$ cat src/rtl/ysyx_25060173_ifu_pkg.sv
// Shared types and constants for the ysyx_25060173 instruction fetch unit.
package ysyx_25060173_ifu_pkg;

  localparam int unsigned IFU_XLEN = 32;
  localparam logic [31:0] NOP_INST = 32'h0000_0013;
  localparam logic [31:0] DEFAULT_RESET_PC = 32'h8000_0000;

  typedef enum logic [1:0] {
    ST_IDLE = 2'd0,
    ST_REQ  = 2'd1,
    ST_WAIT = 2'd2,
    ST_HOLD = 2'd3
  } ifu_state_e;

  // A fetch address is misaligned when either of its two low bits is set.
  function automatic logic is_misaligned(input logic [1:0] lo);
    return lo != 2'b00;
  endfunction

endpackage

$ cat src/rtl/ysyx_25060173_ifu_if.sv
// Memory-side and core-side handshake bundle of the fetch unit.
// master: the IFU itself; slave: the memory and core around it.
interface ysyx_25060173_ifu_if
  import ysyx_25060173_ifu_pkg::*;
#(
  parameter int unsigned XLEN = IFU_XLEN
) ();

  logic            mem_req_valid;
  logic            mem_req_ready;
  logic [XLEN-1:0] mem_req_addr;
  logic            mem_resp_valid;
  logic            mem_resp_ready;
  logic [XLEN-1:0] mem_resp_data;
  logic            mem_resp_err;
  logic            inst_valid;
  logic            inst_ready;
  logic [31:0]     inst;
  logic [XLEN-1:0] inst_pc;
  logic            inst_fault;
  logic [XLEN-1:0] next_pc;

  modport master (
    output mem_req_valid, mem_req_addr, mem_resp_ready,
    output inst_valid, inst, inst_pc, inst_fault,
    input  mem_req_ready, mem_resp_valid, mem_resp_data, mem_resp_err,
    input  inst_ready, next_pc
  );

  modport slave (
    input  mem_req_valid, mem_req_addr, mem_resp_ready,
    input  inst_valid, inst, inst_pc, inst_fault,
    output mem_req_ready, mem_resp_valid, mem_resp_data, mem_resp_err,
    output inst_ready, next_pc
  );

endinterface

$ cat src/rtl/ysyx_25060173_ifu.sv
// Instruction fetch unit: owns the fetch PC, keeps one memory read in flight
// and hands each returned word to the core until it retires.
// Optional macro YSYX_25060173_IFU_MISALIGN_CHECK_EN: a misaligned PC skips the
// memory read and is presented directly as a faulting NOP; without it the low
// address bits are dropped on the request and no fault is raised.
module ysyx_25060173_ifu
  import ysyx_25060173_ifu_pkg::*;
#(
  parameter int unsigned XLEN     = IFU_XLEN,
  parameter logic [31:0] RESET_PC = DEFAULT_RESET_PC
) (
  input logic                clk,
  input logic                reset,
  ysyx_25060173_ifu_if.master bus
);

  ifu_state_e      state_q;
  logic [XLEN-1:0] pc_q;
  logic [31:0]     inst_q;
  logic            fault_q;
  logic            req_valid_q;
  logic            resp_ready_q;
  logic            inst_valid_q;

  logic            pc_misaligned_c;
  logic            next_misaligned_c;

`ifdef YSYX_25060173_IFU_MISALIGN_CHECK_EN
  // Misalignment of the held PC (reset entry) and of the PC being retired to.
  assign pc_misaligned_c   = is_misaligned(pc_q[1:0]);
  assign next_misaligned_c = is_misaligned(bus.next_pc[1:0]);
  assign bus.mem_req_addr  = pc_q;
`else
  // Without the check, misaligned PCs fetch from the enclosing word.
  assign pc_misaligned_c   = 1'b0;
  assign next_misaligned_c = 1'b0;
  assign bus.mem_req_addr  = {pc_q[XLEN-1:2], 2'b00};
`endif

  // Fetch FSM with its PC, instruction and fault registers; handshake outputs are flops.
  always_ff @(posedge clk or negedge reset) begin
    if (!reset) begin
      state_q      <= ST_IDLE;
      pc_q         <= XLEN'(RESET_PC);
      inst_q       <= '0;
      fault_q      <= 1'b0;
      req_valid_q  <= 1'b0;
      resp_ready_q <= 1'b0;
      inst_valid_q <= 1'b0;
    end else begin
      case (state_q)
        ST_IDLE: begin
          if (pc_misaligned_c) begin
            state_q      <= ST_HOLD;
            inst_q       <= NOP_INST;
            fault_q      <= 1'b1;
            inst_valid_q <= 1'b1;
          end else begin
            state_q     <= ST_REQ;
            req_valid_q <= 1'b1;
          end
        end
        ST_REQ: begin
          if (bus.mem_req_ready) begin
            state_q      <= ST_WAIT;
            req_valid_q  <= 1'b0;
            resp_ready_q <= 1'b1;
          end
        end
        ST_WAIT: begin
          if (bus.mem_resp_valid) begin
            state_q      <= ST_HOLD;
            inst_q       <= bus.mem_resp_err ? NOP_INST : 32'(bus.mem_resp_data);
            fault_q      <= bus.mem_resp_err;
            resp_ready_q <= 1'b0;
            inst_valid_q <= 1'b1;
          end
        end
        ST_HOLD: begin
          if (bus.inst_ready) begin
            pc_q <= bus.next_pc;
            if (next_misaligned_c) begin
              inst_q       <= NOP_INST;
              fault_q      <= 1'b1;
              inst_valid_q <= 1'b1;
            end else begin
              state_q      <= ST_REQ;
              fault_q      <= 1'b0;
              inst_valid_q <= 1'b0;
              req_valid_q  <= 1'b1;
            end
          end
        end
        default: begin
          state_q      <= ST_IDLE;
          req_valid_q  <= 1'b0;
          resp_ready_q <= 1'b0;
          inst_valid_q <= 1'b0;
        end
      endcase
    end
  end

  // Remaining outputs come straight from the architectural registers.
  assign bus.mem_req_valid  = req_valid_q;
  assign bus.mem_resp_ready = resp_ready_q;
  assign bus.inst_valid     = inst_valid_q;
  assign bus.inst           = inst_q;
  assign bus.inst_pc        = pc_q;
  assign bus.inst_fault     = fault_q;

endmodule

$ cat src/flat_wrapper.sv
// flat-port wrapper written by rule: the top's interface ports become plain ports
module ysyx_25060173_ifu_flat import ysyx_25060173_ifu_pkg::*;
#(
  parameter int unsigned XLEN     = IFU_XLEN,
  parameter logic [31:0] RESET_PC = DEFAULT_RESET_PC
)
  (clk, reset, bus_mem_req_valid, bus_mem_req_addr, bus_mem_resp_ready, bus_inst_valid, bus_inst, bus_inst_pc, bus_inst_fault, bus_mem_req_ready, bus_mem_resp_valid, bus_mem_resp_data, bus_mem_resp_err, bus_inst_ready, bus_next_pc);
  ysyx_25060173_ifu_if #(.XLEN(XLEN)) bus_i ();
  input logic clk;
  input logic reset;
  output wire logic [$bits(bus_i.mem_req_valid)-1:0] bus_mem_req_valid;
  output wire logic [$bits(bus_i.mem_req_addr)-1:0] bus_mem_req_addr;
  output wire logic [$bits(bus_i.mem_resp_ready)-1:0] bus_mem_resp_ready;
  output wire logic [$bits(bus_i.inst_valid)-1:0] bus_inst_valid;
  output wire logic [$bits(bus_i.inst)-1:0] bus_inst;
  output wire logic [$bits(bus_i.inst_pc)-1:0] bus_inst_pc;
  output wire logic [$bits(bus_i.inst_fault)-1:0] bus_inst_fault;
  input wire logic [$bits(bus_i.mem_req_ready)-1:0] bus_mem_req_ready;
  input wire logic [$bits(bus_i.mem_resp_valid)-1:0] bus_mem_resp_valid;
  input wire logic [$bits(bus_i.mem_resp_data)-1:0] bus_mem_resp_data;
  input wire logic [$bits(bus_i.mem_resp_err)-1:0] bus_mem_resp_err;
  input wire logic [$bits(bus_i.inst_ready)-1:0] bus_inst_ready;
  input wire logic [$bits(bus_i.next_pc)-1:0] bus_next_pc;
  assign bus_mem_req_valid = bus_i.mem_req_valid;
  assign bus_mem_req_addr = bus_i.mem_req_addr;
  assign bus_mem_resp_ready = bus_i.mem_resp_ready;
  assign bus_inst_valid = bus_i.inst_valid;
  assign bus_inst = bus_i.inst;
  assign bus_inst_pc = bus_i.inst_pc;
  assign bus_inst_fault = bus_i.inst_fault;
  assign bus_i.mem_req_ready = bus_mem_req_ready;
  assign bus_i.mem_resp_valid = bus_mem_resp_valid;
  assign bus_i.mem_resp_data = bus_mem_resp_data;
  assign bus_i.mem_resp_err = bus_mem_resp_err;
  assign bus_i.inst_ready = bus_inst_ready;
  assign bus_i.next_pc = bus_next_pc;
  ysyx_25060173_ifu #(.XLEN(XLEN), .RESET_PC(RESET_PC)) u_core (.clk(clk), .reset(reset), .bus(bus_i));
endmodule
$ cat config.mk
export PLATFORM = sky130hd
export DESIGN_NAME = ysyx_25060173_ifu_flat
export DESIGN_NICKNAME = d
export VERILOG_FILES = /design/src/rtl/ysyx_25060173_ifu_pkg.sv /design/src/rtl/ysyx_25060173_ifu_if.sv /design/src/rtl/ysyx_25060173_ifu.sv /design/src/flat_wrapper.sv
export SDC_FILE = /design/constraint.sdc
export NUM_CORES = 1
export LEC_CHECK = 0
export BUFFER_PORTS_ARGS = -buffer_cell sky130_fd_sc_hd__buf_2
export CORE_ASPECT_RATIO = 0.5
export CORE_UTILIZATION = 35
export DETAILED_ROUTE_END_ITERATION = 8
export SETUP_SLACK_MARGIN = 0.05
export SYNTH_ARGS = -nofsm -noshare
export SYNTH_HDL_FRONTEND = slang
export SYNTH_SLANG_ARGS = --single-unit
$ cat constraint.sdc
create_clock -name clk -period 2.1 [get_ports clk]
set_input_delay 0.315 -clock clk [delete_from_list [all_inputs] [get_ports clk]]
set_output_delay 0.315 -clock clk [all_outputs]
set_load 0.02 [all_outputs]
==> key figures, run 1 <==
Yosys
  • Number of synthesized flops with an enable pin: 0
  • Yosys reg bits: 70
  • Sequential fraction of the synthesis area: 53.7%
  • Synthesized area: 3260 sq um
  • Yosys cell types: 28
  • Top FF cell, synth: dfrtp_1
  • Synth warn: 0
  • Post-synthesis cell count: 276
  • Mean post-synth cell area: 11.8 sq um
  • Post-synth ARST share: 100%

Power and ir drop
  • Comb power frac: 48.8%
  • VDD IR-drop max: 0.000430 V
  • Net Sw Power: 0.00301 W
  • PD cells: 1710 nW/um^2
  • Seq pwr share: 33.1%
  • Switching fraction of total power: 41.3%
  • Clock share of power: 18.1%
  • P_int: 0.00429 W
  • Leakage: 2.30 nW

CTS
  • Root buffer cell: clkbuf_16
  • # hold bufs at CTS: 0
  • CTS tree: yes
  • Total clock sinks: 70
  • CTS H-tree lvls: 3
  • Number of buffers created by CTS: 9
  • Post-cts sizing count: 0
  • Clock Latency Late Sink: 320 ps
  • Max clock buf depth: 2
  • CTS clock-pin slew for the worst setup and hold paths: 50 ps
  • Post-CTS Setup Repair Bufs: 0

Placed design
  • Hpwl dp: 4880 um
  • GPL Wtd Cong: 0.729
  • IO buf count: 167

Timing
  • Setup Skew: 3.03 ps
  • Worst hold slack: -8.49 ps
  • Max Slew Vio Count: 0
  • Final setup fails: 0
  • Min cycle time layout: 1490 ps
  • Max-slew headroom: 61.5%
  • Tightest Pin Transition: 577 ps
  • Max Clk Rate: 0.672 GHz
  • Final setup TNS: 0 ps
  • Fin crit share: 70.9%
  • Hold Vio Cnt, Final: 4
  • RSZ-0062 raised after global routing: false

Setup path
  • Critical path required time: 2300 ps
  • Critical Path Start: u_core.state_q[0]$_DFFE_PN0P_
  • Critical path endpoint category: flip-flop
  • Crit-path cells: ha_1, nand2_2, buf_12, mux2_2
  • CP Max Fanout: 33
  • R2R Path Start: u_core.state_q[0]$_DFFE_PN0P_
  • Critical Path Start Type: flip-flop
  • Arrival time at the worst endpoint: 1690 ps
  • Max incr delay on CP: 420 ps
  • WS Path Type: reg2reg
  • Critical path's slowest cell: dfrtp_1

Floorplan
  • Die area: 9740 sq um
  • Die H: 70.3 um
  • # IOs: 170
  • Chip width: 139 um
  • Effective utilization at floorplan: 36.7%
  • FP Rows: 24
  • Core box area: 8890 sq um

Route
  • Total wire length: 6690 um
  • Avg WL per Cell: 12.5 um
  • Initial DRT Pass Iterations: 6
  • Vias: 2321
  • Vias per cell: 4.33
  • DRC violations left: 19
  • Initial DRC Count: 80
  • Final ANT Viol Nets: 0

Layout
  • Nets: 492
  • Most common cell after layout, fill and taps aside: buf_2
  • Layout cell share with drive strength beyond 1: 52.3%
  • Most frequent cells in the layout: buf_2 (167), dfrtp_1 (69), nand2_1 (33)
  • FILL cells: 840
  • Area of the multi-input gates: 1180 sq um
  • Register area: 1750 sq um
  • Inserted Diodes: 0
  • Synthesis-to-layout area growth: 30.7%

Status
  • Outcome: finished, violations left
  • Failing checks: DRC, hold timing

Hold path
  • Worst hold-check path type: in2async

Global routing
  • Global-route wire length before repair: 11100 um
  • Number of global-route vias before repair: 2271
  • Largest net degree at the start of global routing: 35
  • GR Overflow Total: 0
  • Initial antenna violation count: 0
  • GR Util All Layers: 14.7%

Flow run
  • Max Cap Viol: 0
synth_stat cells, types with 2 or more instances:
master	count	area share, %
buf_4	32	7.4
buf_2	6	0.92
clkbuf_1	3	0.34
nand2b_1	32	6.1
nand2_1	33	3.8
nand2_2	2	0.38
buf_6	3	1.0
o21ai_0	7	1.1
nor2_1	3	0.34
mux2i_1	3	0.92
dfrtp_1	69	53
inv_1	5	0.57
mux2_4	30	14
o21ai_1	28	4.3
ha_1	6	2.3
mux2_2	2	0.69
power groups by stage:
stage,Sequential (W),Combinational [W],Clock (W)
2_1_floorplan,0.00320,0.00203,0
3_3_place_gp,0.00243,0.00356,0
3_5_place_dp,0.00243,0.00362,0
4_1_cts,0.00242,0.00361,0.00137
5_1_grt,0.00252,0.00381,0.00143
6_report,0.00242,0.00357,0.00132
state kept, by name, summed over array words and instances (netlist names):
name and flops:
u_core.state_q 2, u_core.bus.inst 32, u_core.bus.inst_fault 1, u_core.bus.mem_resp_ready 1
u_core.bus.inst_valid 1, u_core.bus.mem_req_valid 1, u_core.bus.inst_pc 32
worst max-delay path: cells and delay by family (launching register included):
kind | cells | cell delay [ps]
fa+ha+maj | 1 | 250
flops | 1 | 420
mux | 1 | 360
buf+inv | 1 | 250
simple gates | 1 | 80
cells by family after synthesis:
family | after synthesis | synth area share, %
compound gates | 41 | 6.82
other cells | 1 | 0.115
fa+ha+maj | 6 | 2.30
simple gates | 74 | 11.4
mux | 35 | 15.4
buf+inv | 49 | 10.2
flops | 70 | 53.7
final cells by class:
type                       count  share of cell area (%)
tap                          117                    3.43
inverter                       5                   0.440
multi-input combinational    158                    27.7
clock inverter                 2                   0.235
sequential                    70                    41.1
clock buffer                  12                    5.78
timing repair buffer         172                    21.3
routing by layer:
| layer | GRT usage (%) | part of all wire, % | vias to the layer above |
|---|---|---|---|
| li1 | - | - | 1155 |
| met1 | 17.1 | 42 | 1094 |
| met2 | 25.5 | 52 | 62 |
| met3 | 4.80 | 4.4 | 10 |
| met4 | 5.12 | 1.6 | 0 |
| met5 | 0 | 0 | - |
path summary, 6_finish.rpt:
kind | endpoint | slack (ps) | cells after the start
worst min-delay path | u_core.bus.inst[4]$_DFFE_PN0P_ | -8 | 1
worst min register to register | u_core.bus.inst[29]$_DFFE_PN0P_ | 480 | 2
max in group asynchronous | u_core.bus.inst_pc[31]$_DFFE_PN1P_ | 1500 | 2
worst max-delay path | u_core.bus.inst_pc[0]$_DFFE_PN0P_ | 610 | 4
worst max register to register | u_core.bus.inst_pc[0]$_DFFE_PN0P_ | 610 | 4
min in group clk | u_core.bus.inst_pc[5]$_DFFE_PN0P_ | 220 | 2
per-stage QoR:
step	area [sq um]	instances	worst slack, ps	util (%)	power, W
3_5_place_dp	4010	522	606	45.1	0.00604
6_report	4270	536	611	48.0	0.00731
3_3_place_gp	4010	522	624	45.1	0.00599
4_1_cts	4270	536	593	48.0	0.00741
2_1_floorplan	3270	277	731	-	0.00523
5_1_grt	4270	536	499	48.0	0.00776
Power figures use the tool's default switching activity.
==> inputs of run 2 (changes only) <==
==> constraint.sdc (replaced) <==
create_clock -name clk -period 1.4 [get_ports clk]
set_input_delay 0.21 -clock clk [delete_from_list [all_inputs] [get_ports clk]]
set_output_delay 0.21 -clock clk [all_outputs]
set_load 0.02 [all_outputs]
==> run 2 against run 1 <==
The run ends with DRC left. Wire length is 5.9% higher. Final cell count grew 2.8%. Design area is 8.5% higher. Via count up 0.82%. Critical path type unchanged. Critical endpoint is now u_core.bus.inst_pc[2]$_DFFE_PN0P_.
==> key figures, run 2 (synthesis results as in run 1) <==
Status
  • Outcome: finished, violations left
  • Failing checks: DRC

Timing
  • Worst Slack Setup Final: 32.3 ps (-579 ps)
  • Min cycle time layout: 1370 ps (-121 ps)
  • Hold Vio Cnt, Final: 0 (-4)
  • Fin crit share: 97.7% (+27 points)
  • RSZ-0062 raised after global routing: true
  • Max Clk Rate: 0.731 GHz (+8.9%)
  • Setup Skew: 4.40 ps (+1.37 ps)
  • Max Slew Vio Count: 0 (unchanged)
  • Final setup TNS: 0 ps (unchanged)
  • Final setup fails: 0 (unchanged)
  • Worst hold slack: 116 ps (+124 ps)

Placed design
  • DP Worst Slack: -37.2 ps (-643 ps)
  • IO buf count: 167 (unchanged)
  • GPL Wtd Cong: 0.710 (-2.7%)
  • Hpwl dp: 5080 um (+4.1%)

Setup path
  • Crit path buf inv count: 1 (unchanged)
  • Delay-heaviest family, CP: flip-flops
  • Critical path's slowest cell: dfrtp_2
  • Arrival time at the worst endpoint: 1570 ps (-120 ps)
  • WS Path Type: reg2reg
  • Crit-path cells: ha_4, nand2_8, clkbuf_16, mux2_4
  • CP Max Fanout: 6 (-82%)
  • Max incr delay on CP: 470 ps (+50 ps)
  • Critical path required time: 1600 ps (-700 ps)
  • Critical path endpoint category: flip-flop
  • Critical Path Start Type: flip-flop

CTS
  • Number of buffers created by CTS: 9 (unchanged)
  • Clock Latency Late Sink: 320 ps (about the same)
  • CTS tree: yes
  • Max clock buf depth: 2 (unchanged)
  • Total clock sinks: 70 (unchanged)
  • CTS clock-pin slew for the worst setup and hold paths: 60 ps (about the same)
  • CTS H-tree lvls: 3 (unchanged)
  • Root buffer cell: clkbuf_16

Layout
  • Synthesis-to-layout area growth: 41.9%
  • Nets: 506 (+2.8%)
  • Post-layout util: 52.1% (+4.1 points)
  • Layout cell share with drive strength beyond 1: 55.8% (+3.5 points)
  • Register area: 1750 sq um (about the same)
  • Most frequent cells in the layout: buf_2 (167), dfrtp_1 (68), nand2_1 (33)
  • Inserted Diodes: 0 (unchanged)
  • Most common cell after layout, fill and taps aside: buf_2
  • Area of the multi-input gates: 1260 sq um (+6.5%)
  • FILL cells: 825 (-1.8%)

Route
  • Total wire length: 7090 um (+5.9%)
  • Initial DRC Count: 106 (+33%)
  • Avg WL per Cell: 12.9 um (+3.0%)
  • Initial DRT Pass Iterations: 8 (+2)
  • Vias: 2340 (+0.82%)
  • Vias per cell: 4.25 (-1.9%)
  • Final ANT Viol Nets: 0 (unchanged)
  • DRC violations left: 19 (unchanged)

Hold path
  • Worst hold-check path type: in2reg

Floorplan
  • Chip width: 139 um (unchanged)
  • Effective utilization at floorplan: 36.7% (unchanged)
  • # IOs: 170 (unchanged)
  • Die H: 70.3 um (unchanged)
  • Core box area: 8890 sq um (unchanged)
  • FP Rows: 24 (unchanged)
  • Die area: 9740 sq um (unchanged)

Power and ir drop
  • VDD IR-drop max: 0.000741 V (+72%)
  • Leakage: 2.46 nW (+7.0%)
  • PD cells: 2620 nW/um^2 (+53%)

Global routing
  • GR Util All Layers: 14.4% (-0.26 points)
  • Initial antenna violation count: 0 (unchanged)
  • GR Overflow Total: 0 (unchanged)
  • Largest net degree at the start of global routing: 41 (+17%)
  • Number of global-route vias before repair: 2180 (-4.0%)
  • Global-route wire length before repair: 10900 um (-2.0%)

Flow run
  • Max Cap Viol: 0 (unchanged)
## run 2: through the flow
| step | cell area, sq um | std cells | power [W] |
|---|---|---|---|
| final | 4630 | 551 | 0.0121 |
| after CTS | 4450 | 544 | 0.0119 |
| after floorplan | 3290 | 277 | 0.00789 |
| after global routing | 4630 | 551 | 0.0128 |
| after global placement | 4090 | 527 | 0.00915 |
| after detailed placement | 4090 | 527 | 0.00923 |
## run 2: worst paths after layout
path,from,endpoint,slack (ps),cells after the start
worst max-delay path,u_core.state_q[1]$_DFFE_PN0P_,u_core.bus.inst_pc[2]$_DFFE_PN0P_,30,4
worst max register to register,u_core.state_q[1]$_DFFE_PN0P_,u_core.bus.inst_pc[2]$_DFFE_PN0P_,30,4
max in group asynchronous,reset,u_core.bus.inst_pc[31]$_DFFE_PN1P_,540,3
worst min-delay path,bus_next_pc[27],u_core.bus.inst_pc[27]$_DFFE_PN0P_,120,2
worst min register to register,u_core.bus.inst[12]$_DFFE_PN0P_,u_core.bus.inst[12]$_DFFE_PN0P_,470,2
min in group asynchronous,reset,u_core.bus.inst[28]$_DFFE_PN0P_,340,2
## run 2: metal layers
layer	vias to the layer above	share of wire (%)	track usage (%)	wire length (um)
li1	1176	-	-	-
met1	1109	45	17.6	3180
met2	53	52	24.3	3660
met3	2	3.4	4.12	244
met4	0	0.11	5.62	8
met5	-	0	0	0
## run 2: cell type report
| class | instances | area share (%) |
|---|---|---|
| clock buffer | 11 | 5.24 |
| clock inverter | 4 | 2.05 |
| inverter | 5 | 0.405 |
| multi-input combinational | 158 | 27.2 |
| sequential | 70 | 37.9 |
| tap | 117 | 3.16 |
| timing repair buffer | 186 | 24.1 |
## run 2: power by group
| group | leakage [nW] | total, W | switching, W | internal (W) |
|---|---|---|---|---|
| Combinational | 1.44 | 0.00593 | 0.00331 | 0.00262 |
| Clock | 0.166 | 0.00256 | 0.000781 | 0.00177 |
| Sequential | 0.860 | 0.00367 | 0.000647 | 0.00302 |
| Total | 2.46 | 0.0121 | 0.00474 | 0.00741 |
## run 2: repair_timing
action,4_1_cts,5_1_grt
pin swaps,1,4
buffers inserted,1,3
hold buffers,1,0
hold endpoints to repair,11,0
cloned,0,4
gates resized for setup,2,13
setup endpoints to repair,56,65
==> inputs of run 3 (changes only) <==
--- a/config.mk
+++ b/config.mk
@@ -9,6 +9,7 @@
 export CORE_ASPECT_RATIO = 0.5
 export CORE_UTILIZATION = 35
 export DETAILED_ROUTE_END_ITERATION = 8
+export REMOVE_ABC_BUFFERS = 1
 export SETUP_SLACK_MARGIN = 0.05
 export SYNTH_ARGS = -nofsm -noshare
 export SYNTH_HDL_FRONTEND = slang
==> run 3 against run 2 <==
The run still ends with DRC left. Critical path type unchanged. Non-clock buffer count up 3. Via count up 4.9%. Sequential share of layout area down 0.11 points.
==> key figures, run 3 (synthesis results as in run 1) <==
Status
  • Outcome: finished, violations left
  • Failing checks: DRC

Layout
  • Post-layout util: 52.2% (+0.11 points)
  • Inserted Diodes: 0 (unchanged)
  • Synthesis-to-layout area growth: 42.2%
  • Nets: 509 (+0.59%)
  • Most frequent cells in the layout: buf_2 (167), dfrtp_1 (69), nand2_1 (33)
  • Most common cell after layout, fill and taps aside: buf_2
  • Layout cell share with drive strength beyond 1: 56.2% (+0.40 points)

Setup path
  • Critical path required time: 1610 ps (about the same)
  • CP Max Fanout: 5 (-1)
  • Critical path's slowest cell: dfrtp_1
  • Max incr delay on CP: 400 ps (-70 ps)
  • WS Path Type: reg2reg
  • Crit-path cells: ha_2, nand2_8, clkbuf_16, a211oi_1, nor3_1
  • Critical path endpoint category: flip-flop
  • Critical Path Start Type: flip-flop
  • Arrival time at the worst endpoint: 1580 ps (about the same)

Route
  • Vias: 2454 (+4.9%)
  • Final ANT Viol Nets: 0 (unchanged)
  • Initial DRC Count: 115 (+8.5%)
  • Total wire length: 7730 um (+9.1%)
  • DRC violations left: 10 (-9)
  • Avg WL per Cell: 13.9 um (+8.3%)
  • Initial DRT Pass Iterations: 7 (-1)
  • Vias per cell: 4.42 (+4.1%)

Floorplan
  • Die H: 70.3 um (unchanged)
  • # IOs: 170 (unchanged)
  • Core box area: 8890 sq um (unchanged)
  • Die area: 9740 sq um (unchanged)
  • Chip width: 139 um (unchanged)
  • Effective utilization at floorplan: 36.7% (unchanged)
  • FP Rows: 24 (unchanged)

Timing
  • RSZ-0062 raised after global routing: true
  • Min cycle time layout: 1370 ps (+4.78 ps)
  • Worst Slack Setup Final: 27.5 ps (-4.78 ps)
  • Fin crit share: 98.0% (+0.34 points)
  • Max Slew Vio Count: 0 (unchanged)
  • Hold Vio Cnt, Final: 0 (unchanged)
  • Final setup fails: 0 (unchanged)
  • Max Clk Rate: 0.729 GHz (-0.35%)
  • Setup Skew: 4.09 ps (-0.313 ps)

Flow run
  • Max Cap Viol: 0 (unchanged)

Power and ir drop
  • Clock share of power: 20.2% (-0.8 points)
  • PD cells: 2610 nW/um^2 (-0.44%)
  • Tot Pwr: 0.0121 W (-0.23%)
  • P_int: 0.00723 W (-2.5%)
  • Comb power frac: 49.9% (+1.1 points)
  • Seq pwr share: 29.9% (-0.3 points)
  • Switching fraction of total power: 40.4% (+1.4 points)
  • Net Sw Power: 0.00489 W (+3.3%)
  • Leakage: 2.47 nW (+0.46%)
  • VDD IR-drop max: 0.000854 V (+15%)

CTS
  • Clock Latency Late Sink: 330 ps (about the same)
  • Total clock sinks: 70 (unchanged)
  • CTS clock-pin slew for the worst setup and hold paths: 60 ps (about the same)
  • Root buffer cell: clkbuf_16
  • CTS tree: yes
  • CTS H-tree lvls: 3 (unchanged)
  • Number of buffers created by CTS: 9 (unchanged)
  • Max clock buf depth: 2 (unchanged)

Hold path
  • Worst hold-check path type: in2reg

Global routing
  • Global-route wire length before repair: 12000 um (+10%)
  • Number of global-route vias before repair: 2339 (+7.3%)
  • GR Overflow Total: 0 (unchanged)
  • Initial antenna violation count: 0 (unchanged)
  • GR Util All Layers: 15.9% (+1.5 points)
  • Largest net degree at the start of global routing: 33 (-20%)

Placed design
  • GPL Wtd Cong: 0.716 (+0.86%)
  • IO buf count: 167 (unchanged)
  • Hpwl dp: 5130 um (+0.99%)
  • DP Worst Slack: -31.2 ps (+5.96 ps)
[run 3: changes by cell type in the layout (fill, tap and decap cells not counted), sizes merged]
cell / before / now
buf: 182 / 185
bufinv: 3 / 2
clkbuf: 14 / 12
clkinv: 1 / 2
clkinvlp: 0 / 2
inv: 5 / 6
[run 3: power groups by stage]
| stage | registers, W | logic, W | clock network (W) |
|---|---|---|---|
| floorplan | 0.00539 | 0.00175 | 0 |
| global placement | 0.00365 | 0.00550 | 0 |
| detailed placement | 0.00366 | 0.00558 | 0 |
| CTS | 0.00364 | 0.00588 | 0.00253 |
| global route | 0.00376 | 0.00646 | 0.00262 |
| finish | 0.00363 | 0.00604 | 0.00245 |
[run 3: worst max-delay path, delay by kind of cell, from the launching register on]
kind | cells | cell delay, ps
flip-flops | 1 | 400
adder cells (fa/ha/maj) | 1 | 260
AO/OA/AOI/OAI | 1 | 230
AND/OR/NAND/NOR | 2 | 190
buffers and inverters | 1 | 170
[run 3: path summary, 6_finish.rpt]
kind | start | endpoint | slack, ps | cells after the start
worst max-delay path | u_core.state_q[0]$_DFFE_PN0P_ | u_core.bus.inst_valid$_DFFE_PN0P_ | 30 | 5
worst min-delay path | bus_next_pc[27] | u_core.bus.inst_pc[27]$_DFFE_PN0P_ | 100 | 2
worst max register to register | u_core.state_q[0]$_DFFE_PN0P_ | u_core.bus.inst_valid$_DFFE_PN0P_ | 30 | 5
worst min register to register | u_core.bus.inst[5]$_DFFE_PN0P_ | u_core.bus.inst[5]$_DFFE_PN0P_ | 470 | 2
max in group asynchronous | reset | u_core.bus.inst_pc[31]$_DFFE_PN1P_ | 470 | 3
min in group asynchronous | reset | u_core.bus.inst[1]$_DFFE_PN0P_ | 350 | 2
[run 3: metrics by stage]
step / hold slack [ps] / setup TNS (ps) / instance area (sq um) / instances
final: 105 / 0 / 4640 / 555
after global routing: 94.7 / -78.1 / 4640 / 555
after CTS: 91.5 / 0 / 4530 / 551
after detailed placement: 173 / -260 / 4080 / 530
after global placement: 179 / 0 / 4080 / 530
after floorplan: -85.6 / -18520 / 2950 / 233
[run 3: per-layer routing]
layer | GRT usage [%] | share of wire, % | vias up
met5 | 0 | 0 | -
li1 | - | - | 1200
met1 | 19.9 | 46 | 1179
met2 | 27.7 | 50 | 70
met3 | 3.57 | 3.9 | 5
met4 | 4.12 | 0.66 | 0
[run 3: final cells by class]
cell class	instances	area (sq um)
clock buffers	9	225
clock inverters	7	97.6
fillers	802	4250
inverters	5	21.3
multi-input cells	158	1230
flip-flops and latches	70	1750
well taps	117	146
repair buffers	189	1160
[run 3: what timing repair did]
| action | CTS | global route |
|---|---|---|
| cloned | 2 | 3 |
| endpoints found under the hold margin | 14 | 0 |
| hold buffers | 1 | 0 |
| setup buffers | 2 | 1 |
| pin swaps | 3 | 3 |
| setup endpoints to repair | 68 | 58 |
| resized for setup | 14 | 6 |
